<file path="config.mk">
export PLATFORM = sky130hd
export DESIGN_NAME = pipeline_stall_controller
export DESIGN_NICKNAME = d
export VERILOG_FILES = /design/src/rtl/pipeline_stall_controller.sv
export SDC_FILE = /design/constraint.sdc
export NUM_CORES = 1
export LEC_CHECK = 0
export BUFFER_PORTS_ARGS = -buffer_cell sky130_fd_sc_hd__buf_2
export CAP_MARGIN = 0
export CORE_UTILIZATION = 45
export DETAILED_ROUTE_END_ITERATION = 10
export PLACE_DENSITY = 0.69
export SETUP_SLACK_MARGIN = 0.5
export SYNTH_ARGS = -nofsm -noshare
export SYNTH_HDL_FRONTEND = slang
export SYNTH_SLANG_ARGS = --single-unit
</file>
<file path="constraint.sdc">
create_clock -name clk -period 3.03 [get_ports clk]
set_clock_uncertainty 0.2 [all_clocks]
set_input_delay 0.303 -clock clk [delete_from_list [all_inputs] [get_ports clk]]
set_output_delay 0.303 -clock clk [all_outputs]
set_load 0.005 [all_outputs]
</file>
<file path="src/rtl/pipeline_stall_controller.sv">
// Pipeline control for the 5-stage core: turns load-use stalls, EX branch flushes and
// data-memory waits into per-stage write/bubble controls, with perf counters and a wait watchdog.
module pipeline_stall_controller #(
    parameter int CNT_W   = 32,
    parameter int TIMEOUT = 255,
    parameter int TO_W    = 8
) (
    input  logic             clk,
    input  logic             arst_n,
    input  logic             stall_req,
    input  logic             branch_taken_ex,
    input  logic             dmem_busy,
    input  logic             clr_counters,
    output logic             pc_write,
    output logic             if_id_write,
    output logic             if_id_flush,
    output logic             id_ex_write,
    output logic             id_ex_bubble,
    output logic             ex_mem_write,
    output logic             mem_wb_bubble,
    output logic [CNT_W-1:0] stall_cycles,
    output logic [CNT_W-1:0] mem_wait_cycles,
    output logic [CNT_W-1:0] flush_count,
    output logic             mem_timeout
);

    typedef enum logic [1:0] {RUN, MEM_WAIT, MEM_WAIT_FP, FLUSH_DEF} state_t;

    localparam logic [CNT_W-1:0] CNT_ONE = CNT_W'(1);
    localparam logic [TO_W-1:0]  TO_ONE  = TO_W'(1);
    localparam logic [TO_W-1:0]  TO_LIM  = TO_W'(TIMEOUT);

    state_t          state_q, state_d;
    logic [TO_W-1:0] timer_q, timer_inc;
    logic            in_wait, do_freeze, do_flush, do_stall;

    assign in_wait   = (state_q == MEM_WAIT) || (state_q == MEM_WAIT_FP);
    assign do_freeze = dmem_busy;
    assign do_flush  = !dmem_busy && (branch_taken_ex || (state_q == FLUSH_DEF));
    assign do_stall  = !dmem_busy && !do_flush && stall_req;
    assign timer_inc = (timer_q == '1) ? timer_q : timer_q + TO_ONE;

    always_ff @(posedge clk or negedge arst_n) begin
        if (!arst_n) state_q <= RUN;
        else         state_q <= state_d;
    end

    // A flush owed by an earlier branch survives further busy cycles and is only
    // performed in FLUSH_DEF, the cycle after the wait has fully ended.
    always_comb begin
        state_d = RUN;
        if (dmem_busy) begin
            if (state_q == MEM_WAIT_FP || state_q == FLUSH_DEF || branch_taken_ex)
                state_d = MEM_WAIT_FP;
            else
                state_d = MEM_WAIT;
        end else if (state_q == MEM_WAIT_FP) begin
            state_d = FLUSH_DEF;
        end
    end

    always_comb begin
        pc_write      = 1'b1;
        if_id_write   = 1'b1;
        if_id_flush   = 1'b0;
        id_ex_write   = 1'b1;
        id_ex_bubble  = 1'b0;
        ex_mem_write  = 1'b1;
        mem_wb_bubble = 1'b0;
        if (!arst_n) begin
            pc_write      = 1'b0;
            if_id_write   = 1'b0;
            if_id_flush   = 1'b1;
            id_ex_write   = 1'b0;
            id_ex_bubble  = 1'b1;
            ex_mem_write  = 1'b0;
            mem_wb_bubble = 1'b1;
        end else if (do_freeze) begin
            pc_write      = 1'b0;
            if_id_write   = 1'b0;
            id_ex_write   = 1'b0;
            ex_mem_write  = 1'b0;
            mem_wb_bubble = 1'b1;
        end else if (do_flush) begin
            if_id_flush   = 1'b1;
            id_ex_bubble  = 1'b1;
        end else if (do_stall) begin
            pc_write      = 1'b0;
            if_id_write   = 1'b0;
            id_ex_bubble  = 1'b1;
        end
    end

    always_ff @(posedge clk or negedge arst_n) begin
        if (!arst_n) begin
            timer_q <= '0;
        end else if (in_wait) begin
            timer_q <= timer_inc;
        end else begin
            timer_q <= '0;
        end
    end

    always_ff @(posedge clk or negedge arst_n) begin
        if (!arst_n) begin
            stall_cycles    <= '0;
            mem_wait_cycles <= '0;
            flush_count     <= '0;
            mem_timeout     <= 1'b0;
        end else if (clr_counters) begin
            stall_cycles    <= '0;
            mem_wait_cycles <= '0;
            flush_count     <= '0;
            mem_timeout     <= 1'b0;
        end else begin
            if (do_stall && stall_cycles != '1)
                stall_cycles <= stall_cycles + CNT_ONE;
            if (do_freeze && mem_wait_cycles != '1)
                mem_wait_cycles <= mem_wait_cycles + CNT_ONE;
            if (do_flush && flush_count != '1)
                flush_count <= flush_count + CNT_ONE;
            if (in_wait && dmem_busy && timer_inc >= TO_LIM)
                mem_timeout <= 1'b1;
        end
    end

endmodule

</file>
==> results of run 1 <==
## flip-flops by register name, indices dropped and copies added (netlist names)
register and flops:
flush_count 32, mem_wait_cycles 32, stall_cycles 32, timer_q 8
state_q 2, mem_timeout 1
## per-stage QoR
stage | power, mW | util | hold WS [ns] | area [um^2]
2_1_floorplan | 1.72 | - | -0.193 | 6000
3_3_place_gp | 1.82 | 0.527 | 0.0426 | 6750
3_5_place_dp | 1.84 | 0.527 | 0.0449 | 6750
4_1_cts | 3.06 | 0.554 | 0.0716 | 7100
5_1_grt | 3.20 | 0.569 | 0.0877 | 7300
6_report | 3.06 | 0.569 | 0.0796 | 7300
## final cells by class
type	count	share of cell area
Clock buffer	12	0.0351
Clock inverter	4	0.00668
Tap cell	172	0.0295
Inverter	21	0.0108
Timing Repair Buffer	137	0.106
Multi-Input combinational cell	496	0.444
Sequential cell	107	0.367
## synthesized netlist by cell type, drive strengths merged, types with 10 or more instances
master | instances | share of area
nor2 | 62 | 0.039
nor3 | 12 | 0.010
or3 | 32 | 0.033
nand2 | 38 | 0.024
o21ai | 34 | 0.028
nand4 | 28 | 0.031
clkbuf | 22 | 0.014
and4 | 16 | 0.023
xnor2 | 28 | 0.041
mux2 | 10 | 0.019
nor4 | 13 | 0.016
o31ai | 14 | 0.018
inv | 21 | 0.013
nand3 | 38 | 0.032
a21oi | 56 | 0.047
or4 | 16 | 0.021
dfrtp | 107 | 0.45
## power by group through the flow
| stage | sequential [mW] | combinational (mW) | clock (mW) |
|---|---|---|---|
| 2_1_floorplan | 1.53 | 0.189 | 0 |
| 6_report | 1.52 | 0.338 | 1.21 |
| 3_5_place_dp | 1.54 | 0.300 | 0 |
| 5_1_grt | 1.52 | 0.375 | 1.30 |
| 3_3_place_gp | 1.53 | 0.286 | 0 |
| 4_1_cts | 1.51 | 0.303 | 1.25 |
## worst min-delay path by stage
stage	startpoint	to	slack, ns	cells past startpoint
finish	branch_taken_ex	state_q[1]	0.08	3
global route	branch_taken_ex	state_q[1]	0.09	3
CTS	branch_taken_ex	state_q[1]	0.07	3
detailed placement	arst_n	stall_cycles[25]	0.04	1
global placement	arst_n	stall_cycles[25]	0.04	1
floorplan	arst_n	flush_count[0]	-0.19	0
## cells by family (layout without fill, tap and decap cells)
kind of cell,after synthesis,count (layout),synth area share
fa+ha+maj,6,6,0.0125
buf+inv,52,174,0.0361
flops,107,107,0.447
xor+xnor,34,34,0.0497
compound gates,144,144,0.151
mux,14,14,0.0255
simple gates,298,298,0.278
## what timing repair did
action	4_1_cts	5_1_grt
pin swaps	3	6
hold buffers	1	0
cloned	0	1
endpoints found under the hold margin	23	0
setup buffers	0	11
setup endpoints to repair	16	25
resized for setup	7	24
## worst min-delay path: stages
cell and delay [ns]:
buf_2 0.13, o21ai_0 0.10, nand2b_1 0.07
## per-layer routing
layer / GRT usage / vias up
li1: - / 2677
met1: 0.288 / 2660
met2: 0.358 / 150
met3: 0.0603 / 12
met4: 0.0536 / 0
met5: 0 / -
==> out/qor.txt, run 1 <==
Crit path time final - 2.49 ns
R2R Path End - stall_cycles[27]
Non-filler cells, final - 949
Sw frac - 0.249
Register-to-Register Path Depth - 7
Worst slew pin tran - 0.704 ns
Initial cell density of the core - 0.467
Crit path depth - 7
RSZ-0062 raised after global routing - true
Die span in y - 117 um
Placed cell count - 920
DR top layer - met4
Sw Pwr - 0.761 mW
Ys Warns - 0
Routed Wire Length - 15,100 um
Final RePlAce weighted congestion - 0.862
Routed via count - 5,499
Syn nets - 667
Critical path's top delay family - simple AND/OR/NAND/NOR gates
End of the critical path - stall_cycles[27]
Status - finished clean
Core area - 0.0128 mm^2
Initial antenna violation count - 0
Sinks on Clock Net - 107
Met2 routed WL - 7300 um
Root buffer cell - clkbuf_16
Ys async rst share - 1.00
Die area - 0.0138 mm^2
CTS H-tree depth - 3
Clock Pin Slew Worst Setup and Hold Paths - 0.07 ns
Area growth, synth to finish - 21.9%
Reg2Reg Setup Slack - 0.54 ns
Max IR drop VDD - 0.349 mV
Register area - 0.00268 mm^2
Die width - 117 um
Sequential area share after synthesis - 0.447
Leak - 3.15 nW
CP max-delay cell - or4b_4
Max transition margin - 0.531
WS Path Type - flip-flop to flip-flop
Post-route clock period utilization - 0.823
Fmax - 401 MHz
Met3 WL - 868 um
Footprint of the multi-input gates - 0.00325 mm^2
Comb pwr share - 0.110
Largest net degree at the start of global routing - 85
I/O pin total - 110
Max-cap violations - 0
Crit path cell chain - ha_4, or4b_4, nor3_4, o41ai_4, buf_6, or4_4, a21oi_2
Buffers added on ports - 109
Most frequent cells in the layout - buf_2 (108), dfrtp_1 (104), nor2_1 (62)
Top_reg_cell synth - dfrtp_1
GRT Resource Usage Total - 0.220
Worst setup margin - 0.535 ns
CTS Buf Count - 9
Avg Cell Area, Syn - 9.15 um^2
Synthesized cell area - 0.00599 mm^2
Post-Route Setup TNS - 0 ns
Distinct cells, synth - 62
Vias/cell - 5.79
DRC Markers - 0
DPL Wire Length - 10,400 um
Total gr overflow - 0
Clk_lat worst skew - 0.36 ns
Clock share of power - 0.394
DRT met1 WL - 6800 um
Final Max Slew Viols - 0
Diodes inserted - 0
Hold Violations, Final - 0
Crit Path Max Fanout - 6
Clock Path Buffers - 2
CP endpoint kind - flip-flop
Drt wl/cell - 15.9 um
Crit-path max cell delay - 0.53 ns
Initial drt markers - 330
First-pass GRT wire length - 24,600 um
WP data arrival - 2.58 ns
Place WS - 0.342 ns
DRT Pass-1 Iters - 5
Vias in the first global route - 5,066
Cells after Synth - 655
# setup viols final - 0
TritonCTS clock tree - built
Buf+Inv Stages, Crit Path - 1
EDFF count, synth - 0
Reg2reg start - state_q[0]
CP Launch Type - flip-flop
Commonest non-fill, non-tap cell in the layout - buf_2
Synthesis-stage register bit count - 107
Hold Path Class - primary input to flip-flop
Layout cells sized above 1 - 0.243
Rows - 41
Pwr Density - 419 mW/mm^2
DRT antenna net count - 0
Internal power - 2.30 mW
Reg power frac - 0.495
WP data required - 3.11 ns
Worst setup startpoint - state_q[0]
Total Nets Final - 784
# fillers - 1,133
Power figures use the tool's default switching activity.
==> inputs of run 2 (changes only) <==
Settings changed: ABC_AREA set to 1, PLACE_DENSITY 0.69 to 0.7.
Clock period 3.03 ns to 2.1 ns, I/O delays scaled along.
==> run 2 against run 1 <==
Against the previous run: worst setup slack got worse by 0.50 ns; core utilization increased by 16 points; maximum frequency increased by 21%; synthesized cell count increased by 71%; flip-flop and latch count unchanged; routed wire length increased by 100%; area after synthesis increased by 22%; global-route usage increased by 10 points; combinational power increased to 3.2 times the previous value; largest power group unchanged; highest routed layer unchanged.
==> out/qor.txt, run 2 <==
Leak - 5.68 nW
Most frequent cells after synthesis - nand2_1 (386), nor2_1 (170), nand3_1 (118)
Clk_lat worst skew - 0.37 ns
Crit path cell chain - buf_4, nand2_1, nor2_1, nand2_1, nor2_1, nand2_1, nand2_1, nand3_1, o21ai_2
I/O pin total - 110
Initial cell density of the core - 0.461
Worst setup margin - 0.0373 ns
Buffers added on ports - 109
Commonest non-fill, non-tap cell in the layout - nand2_1
Syn nets - 1,130
Max IR drop VDD - 0.425 mV
Hold Violations, Final - 0
Worst slew pin tran - 0.691 ns
# setup viols final - 0
Initial antenna violation count - 0
Final RePlAce weighted congestion - 0.966
Worst setup startpoint - stall_cycles[16]
Ys async rst share - 1.00
Synthesis-stage register bit count - 107
Drt wl/cell - 18.8 um
Crit Path Max Fanout - 4
Fmax - 485 MHz
Clock Pin Slew Worst Setup and Hold Paths - 0.08 ns
Initial drt markers - 1,184
Total Nets Final - 1,437
GRT Resource Usage Total - 0.324
Reg power frac - 0.439
Die span in y - 129 um
Diodes inserted - 0
Post-route clock period utilization - 0.982
Clock Path Buffers - 2
Cells after Synth - 1,118
Routed Wire Length - 30,900 um
Placed cell count - 1,484
Core area - 0.0158 mm^2
Vias/cell - 5.75
Most common cell in the synthesized netlist - nand2_1
Layout cells sized above 1 - 0.434
Max transition margin - 0.539
DPL Wire Length - 16,100 um
Synthesized cell area - 0.00729 mm^2
Vias in the first global route - 8,313
DRT antenna net count - 0
WP data arrival - 2.16 ns
DRC Markers - 0
Reg2reg start - stall_cycles[16]
Min-delay src - dmem_busy
Top_reg_cell synth - dfrtp_1
Place WS - 0.113 ns
Pwr Density - 428 mW/mm^2
Synth top area cells - dfrtp_1 (37%), nand2_1 (20%), nor2_1 (8.7%), nand3_1 (8.1%), inv_1 (5.4%)
Root buffer cell - clkbuf_16
Ys Warns - 0
EDFF count, synth - 0
Power consumption - 4.93 mW
Largest registers - flush_count: 32 flops, mem_wait_cycles: 32 flops, stall_cycles: 32 flops
Most frequent cells in the layout - nand2_1 (291), buf_4 (158), nor2_1 (121)
Clock share of power - 0.339
Largest net degree at the start of global routing - 53
CP max-delay cell - dfrtp_1
Crit path time final - 2.06 ns
Area growth, synth to finish - 58.1%
Distinct cells, synth - 34
CTS H-tree depth - 3
CTS Buf Count - 9
Rows - 46
Internal power - 3.38 mW
Comb pwr share - 0.222
CP Launch Type - flip-flop
Avg Cell Area, Syn - 6.52 um^2
WS Path Type - flip-flop to flip-flop
Critical path's top delay family - simple AND/OR/NAND/NOR gates
Routed via count - 9,465
Top cell type's share of synthesized area - 0.367
WP data required - 2.20 ns
Sw frac - 0.315
Crit-path max cell delay - 0.40 ns
Sw Pwr - 1.55 mW
Sequential area share after synthesis - 0.367
Buf+Inv Stages, Crit Path - 1
Status - finished clean
Die area - 0.0167 mm^2
Die width - 129 um
Area leader, netlist - dfrtp_1
Hold Path Class - primary input to flip-flop
CP endpoint kind - flip-flop
Total gr overflow - 0
Max-cap violations - 0
Final Max Slew Viols - 0
DRT Pass-1 Iters - 8
TritonCTS clock tree - built
First-pass GRT wire length - 41,700 um
Post-Route Setup TNS - 0 ns
RSZ-0062 raised after global routing - true
Top cell by count, worst path - nand2_1
Sinks on Clock Net - 107
Non-filler cells, final - 1,646
## run 2: cell types whose count changed after synthesis, moves of 16 or more
cell / before / now
xor2_1: 6 / 22
or3_1: 32 / 0
and4_1: 16 / 0
nor3_1: 12 / 30
a21oi_1: 56 / 8
nand3_1: 38 / 118
inv_1: 21 / 104
o21ai_1: 15 / 36
nand2_1: 38 / 386
nor2_1: 62 / 170
## run 2: kinds of logic (layout without fill, tap and decap cells)
kind of cell               after synthesis  in the layout  synth area share
DFF                                    107            107             0.367
AOI/OAI and AO/OA                       84             84            0.0647
and+or+nand+nor                        740            740             0.426
xor gates and xnor gates                38             38            0.0456
adders and majority gates                6              6            0.0103
buffers and inverters                  143            455            0.0864
## run 2: worst paths after layout
check | endpoint | slack (ns) | depth (start not counted)
min reg2reg | mem_timeout | 0.32 | 2
min | mem_wait_cycles[18] | 0.14 | 5
max reg2reg | stall_cycles[25] | 0.04 | 9
min in group asynchronous | stall_cycles[5] | 0.30 | 2
max in group asynchronous | mem_wait_cycles[12] | 0.41 | 3
max | stall_cycles[25] | 0.04 | 9
## run 2: per-stage QoR
step	utilization	hold slack (ns)	area, um^2
6_report	0.729	0.141	11500
5_1_grt	0.729	0.133	11500
4_1_cts	0.665	0.0609	10500
3_5_place_dp	0.543	-0.100	8600
3_3_place_gp	0.543	-0.0999	8600
2_1_floorplan	-	-0.286	7480
## run 2: timing repair
action	CTS	global route
cloned	19	1
setup endpoints to repair	101	142
hold endpoints to repair	55	0
pin swaps	40	75
hold buffers	2	0
buffers inserted	88	36
resized for setup	181	184
## run 2: metal layers
metal | global-route usage | vias to the layer above | wire (um)
met4 | 0.166 | 0 | 1720
met3 | 0.0405 | 188 | 3030
met5 | 0 | - | 0
li1 | - | 4157 | -
met2 | 0.525 | 705 | 14500
met1 | 0.425 | 4415 | 11700
## run 2: layout make-up
type	count	area [um^2]
Tap cell	216	270
Fill cell	1115	4290
Timing Repair Buffer	310	2410
Sequential cell	107	2700
Multi-Input combinational cell	868	5140
Timing Repair inverter	15	258
Inverter	114	489
Clock inverter	4	26.3
Clock buffer	12	246
## run 2: worst register-to-register path, stage by stage (launching register included)
cell and delay (ns):
dfrtp_1 0.40, buf_4 0.18, nand2_1 0.16, nor2_1 0.26, nand2_1 0.16, nor2_1 0.24, nand2_1 0.10, nand2_1 0.07
nand3_1 0.09, o21ai_2 0.14
## run 2: power groups by stage
stage	clock network, mW	registers [mW]	logic (mW)
after detailed placement	0	2.20	0.539
after CTS	1.67	2.15	0.902
after global placement	0	2.19	0.531
after floorplan	0	2.20	0.369
after global routing	1.75	2.18	1.16
final	1.67	2.17	1.09
==> inputs of run 3 (changes only) <==
Settings changed: CORE_UTILIZATION 45 to 39, PLACE_DENSITY 0.7 to 0.62, SETUP_SLACK_MARGIN 0.5 to 0.1.
==> run 3 against run 2 <==
Against the previous run: the flow now finishes with violations (design-rule violations); critical path depth fell by 1; critical path type is now flip-flop to primary output; critical endpoint is now id_ex_bubble; via count shrank 16%; routed wire length decreased by 21%; final cell count shrank 5.7%; combinational power down 36%.
==> out/qor.txt, run 3 (synthesis gave the netlist of run 2 again) <==
Vias in the first global route - 6,808
Fin util - 0.520
Rows - 49
WP data required - 1.69 ns
Hold Slack - 0.0925 ns
Crit path cell chain - ha_2, nor2_4, buf_6, nor2_4, buf_6, inv_4, nand3_2, buf_2
End of the critical path - id_ex_bubble
Root buffer cell - clkbuf_16
Final Max Slew Viols - 0
Final RePlAce weighted congestion - 0.949
Reg power frac - 0.479
Clk_lat worst skew - 0.36 ns
Buf+Inv Stages, Crit Path - 4
Fmax - 488 MHz
Worst setup startpoint - state_q[0]
Total Nets Final - 1,331
RSZ-0062 raised after global routing - true
Initial drt markers - 617
Total gr overflow - 0
Max transition margin - 0.669
Crit path time final - 2.05 ns
DRT antenna net count - 0
Reg2reg start - flush_count[15]
Core area - 0.0181 mm^2
Failing checks - design-rule violations
Largest registers - flush_count: 32 flops, mem_wait_cycles: 32 flops, stall_cycles: 32 flops
Hold Path Class - primary input to flip-flop
R2R Path End - flush_count[8]
Area growth, synth to finish - 29.4%
DRC Markers - 4
Layout cells sized above 1 - 0.244
TritonCTS clock tree - built
Clock Path Buffers - 2
Routed via count - 7,945
Drt wl/cell - 15.6 um
Non-Filler Cell Area, Final - 0.00944 mm^2
# setup viols final - 0
Sinks on Clock Net - 107
WP data arrival - 1.64 ns
Die area - 0.0193 mm^2
DPL Wire Length - 17,000 um
GRT Resource Usage Total - 0.235
Die width - 139 um
Sw Pwr - 1.30 mW
Status - finished with violations
CTS Buf Count - 9
Most frequent cells in the layout - nand2_1 (378), nor2_1 (156), nand3_1 (114)
DRT Pass-1 Iters - 9
First-pass GRT wire length - 35,900 um
Die span in y - 139 um
Max-cap violations - 0
Clock Pin Slew Worst Setup and Hold Paths - 0.08 ns
Buffers added on ports - 109
Crit-path max cell delay - 0.39 ns
CP endpoint kind - primary output
Internal power - 3.18 mW
Crit Path Max Fanout - 2
Sw frac - 0.289
Worst slew pin tran - 0.497 ns
Commonest non-fill, non-tap cell in the layout - nand2_1
Pwr Density - 475 mW/mm^2
Register-to-Register Path Depth - 10
Post-route clock period utilization - 0.977
WS Path Type - flip-flop to primary output
# fillers - 1,860
Routed Wire Length - 24,300 um
CP Launch Type - flip-flop
CTS H-tree depth - 3
Post-Route Setup TNS - 0 ns
Critical path's top delay family - buffers and inverters
Initial antenna violation count - 1
Hold Violations, Final - 0
Comb pwr share - 0.155
CP max-delay cell - dfrtp_1
Reg2Reg Setup Slack - 0.13 ns
I/O pin total - 110
Vias/cell - 5.12
Clock share of power - 0.365
Placement Cell Area - 0.00858 mm^2
Initial cell density of the core - 0.402
Max IR drop VDD - 0.422 mV
Largest net degree at the start of global routing - 88
Leak - 4.40 nW
Crit path depth - 8
==> run 3: cell types whose count changed in the layout (fill, tap and decap cells not counted), moves of 14 or more <==
cell / before / now
nand2_2: 64 / 10
o21ai_2: 35 / 10
nand2_4: 37 / 6
o21ai_0: 6 / 21
nor2_4: 30 / 8
nand2_1: 291 / 378
clkinv_8: 16 / 2
buf_6: 27 / 9
buf_4: 158 / 89
nor2_1: 121 / 156
==> run 3: per-layer routing <==
metal,track usage,share of wire
met3,0.0432,0.064
met1,0.340,0.47
met4,0.0637,0.024
met5,0,0
met2,0.357,0.45
==> run 3: timing repair <==
action,in CTS,in global routing
pin swaps,3,13
buffers inserted,3,17
cloned,0,11
gates resized for setup,12,67
endpoints found under the setup margin,18,96
hold buffers,1,0
endpoints found under the hold margin,20,0
==> run 3: worst min-delay path: stages <==
cell and delay (ns):
buf_2 0.20, nand3_1 0.11, o21ai_0 0.08
==> run 3: area by class of cell <==
cell class / count / area [um^2] / area share
sequential: 107 / 2690 / 0.285
clock inverter: 4 / 28.8 / 0.00305
clock buffer: 10 / 239 / 0.0253
multi-input combinational: 868 / 4150 / 0.439
inverter: 114 / 460 / 0.0488
antenna: 1 / 2.50 / 0.000265
timing repair buffer: 218 / 1570 / 0.166
timing repair inverter: 1 / 8.76 / 0.000928
tap: 229 / 287 / 0.0304
==> run 3: worst min path at each step <==
stage               startpoint              end  slack, ns  cells past startpoint
finish               dmem_busy       state_q[0]       0.09                      3
global route         dmem_busy       state_q[0]       0.10                      3
CTS                  dmem_busy       state_q[0]       0.07                      3
detailed placement      arst_n  flush_count[15]       0.05                      2
global placement        arst_n  flush_count[15]       0.04                      2
floorplan               arst_n   flush_count[0]      -0.29                      0
==> run 3: power groups by stage <==
| stage | clock, mW | sequential [mW] | combinational [mW] |
|---|---|---|---|
| 2_1_floorplan | 0 | 2.19 | 0.342 |
| 3_3_place_gp | 0 | 2.19 | 0.548 |
| 3_5_place_dp | 0 | 2.19 | 0.548 |
| 4_1_cts | 1.68 | 2.15 | 0.598 |
| 5_1_grt | 1.75 | 2.16 | 0.767 |
| 6_report | 1.64 | 2.15 | 0.697 |
==> run 3: stage by stage <==
step | power, mW | std cells | worst slack [ns]
global placement | 2.73 | 1505 | 0.113
CTS | 4.43 | 1523 | 0.0843
detailed placement | 2.74 | 1505 | 0.0852
floorplan | 2.53 | 1118 | 0.115
global route | 4.67 | 1552 | 0.00623
finish | 4.48 | 1552 | 0.0490
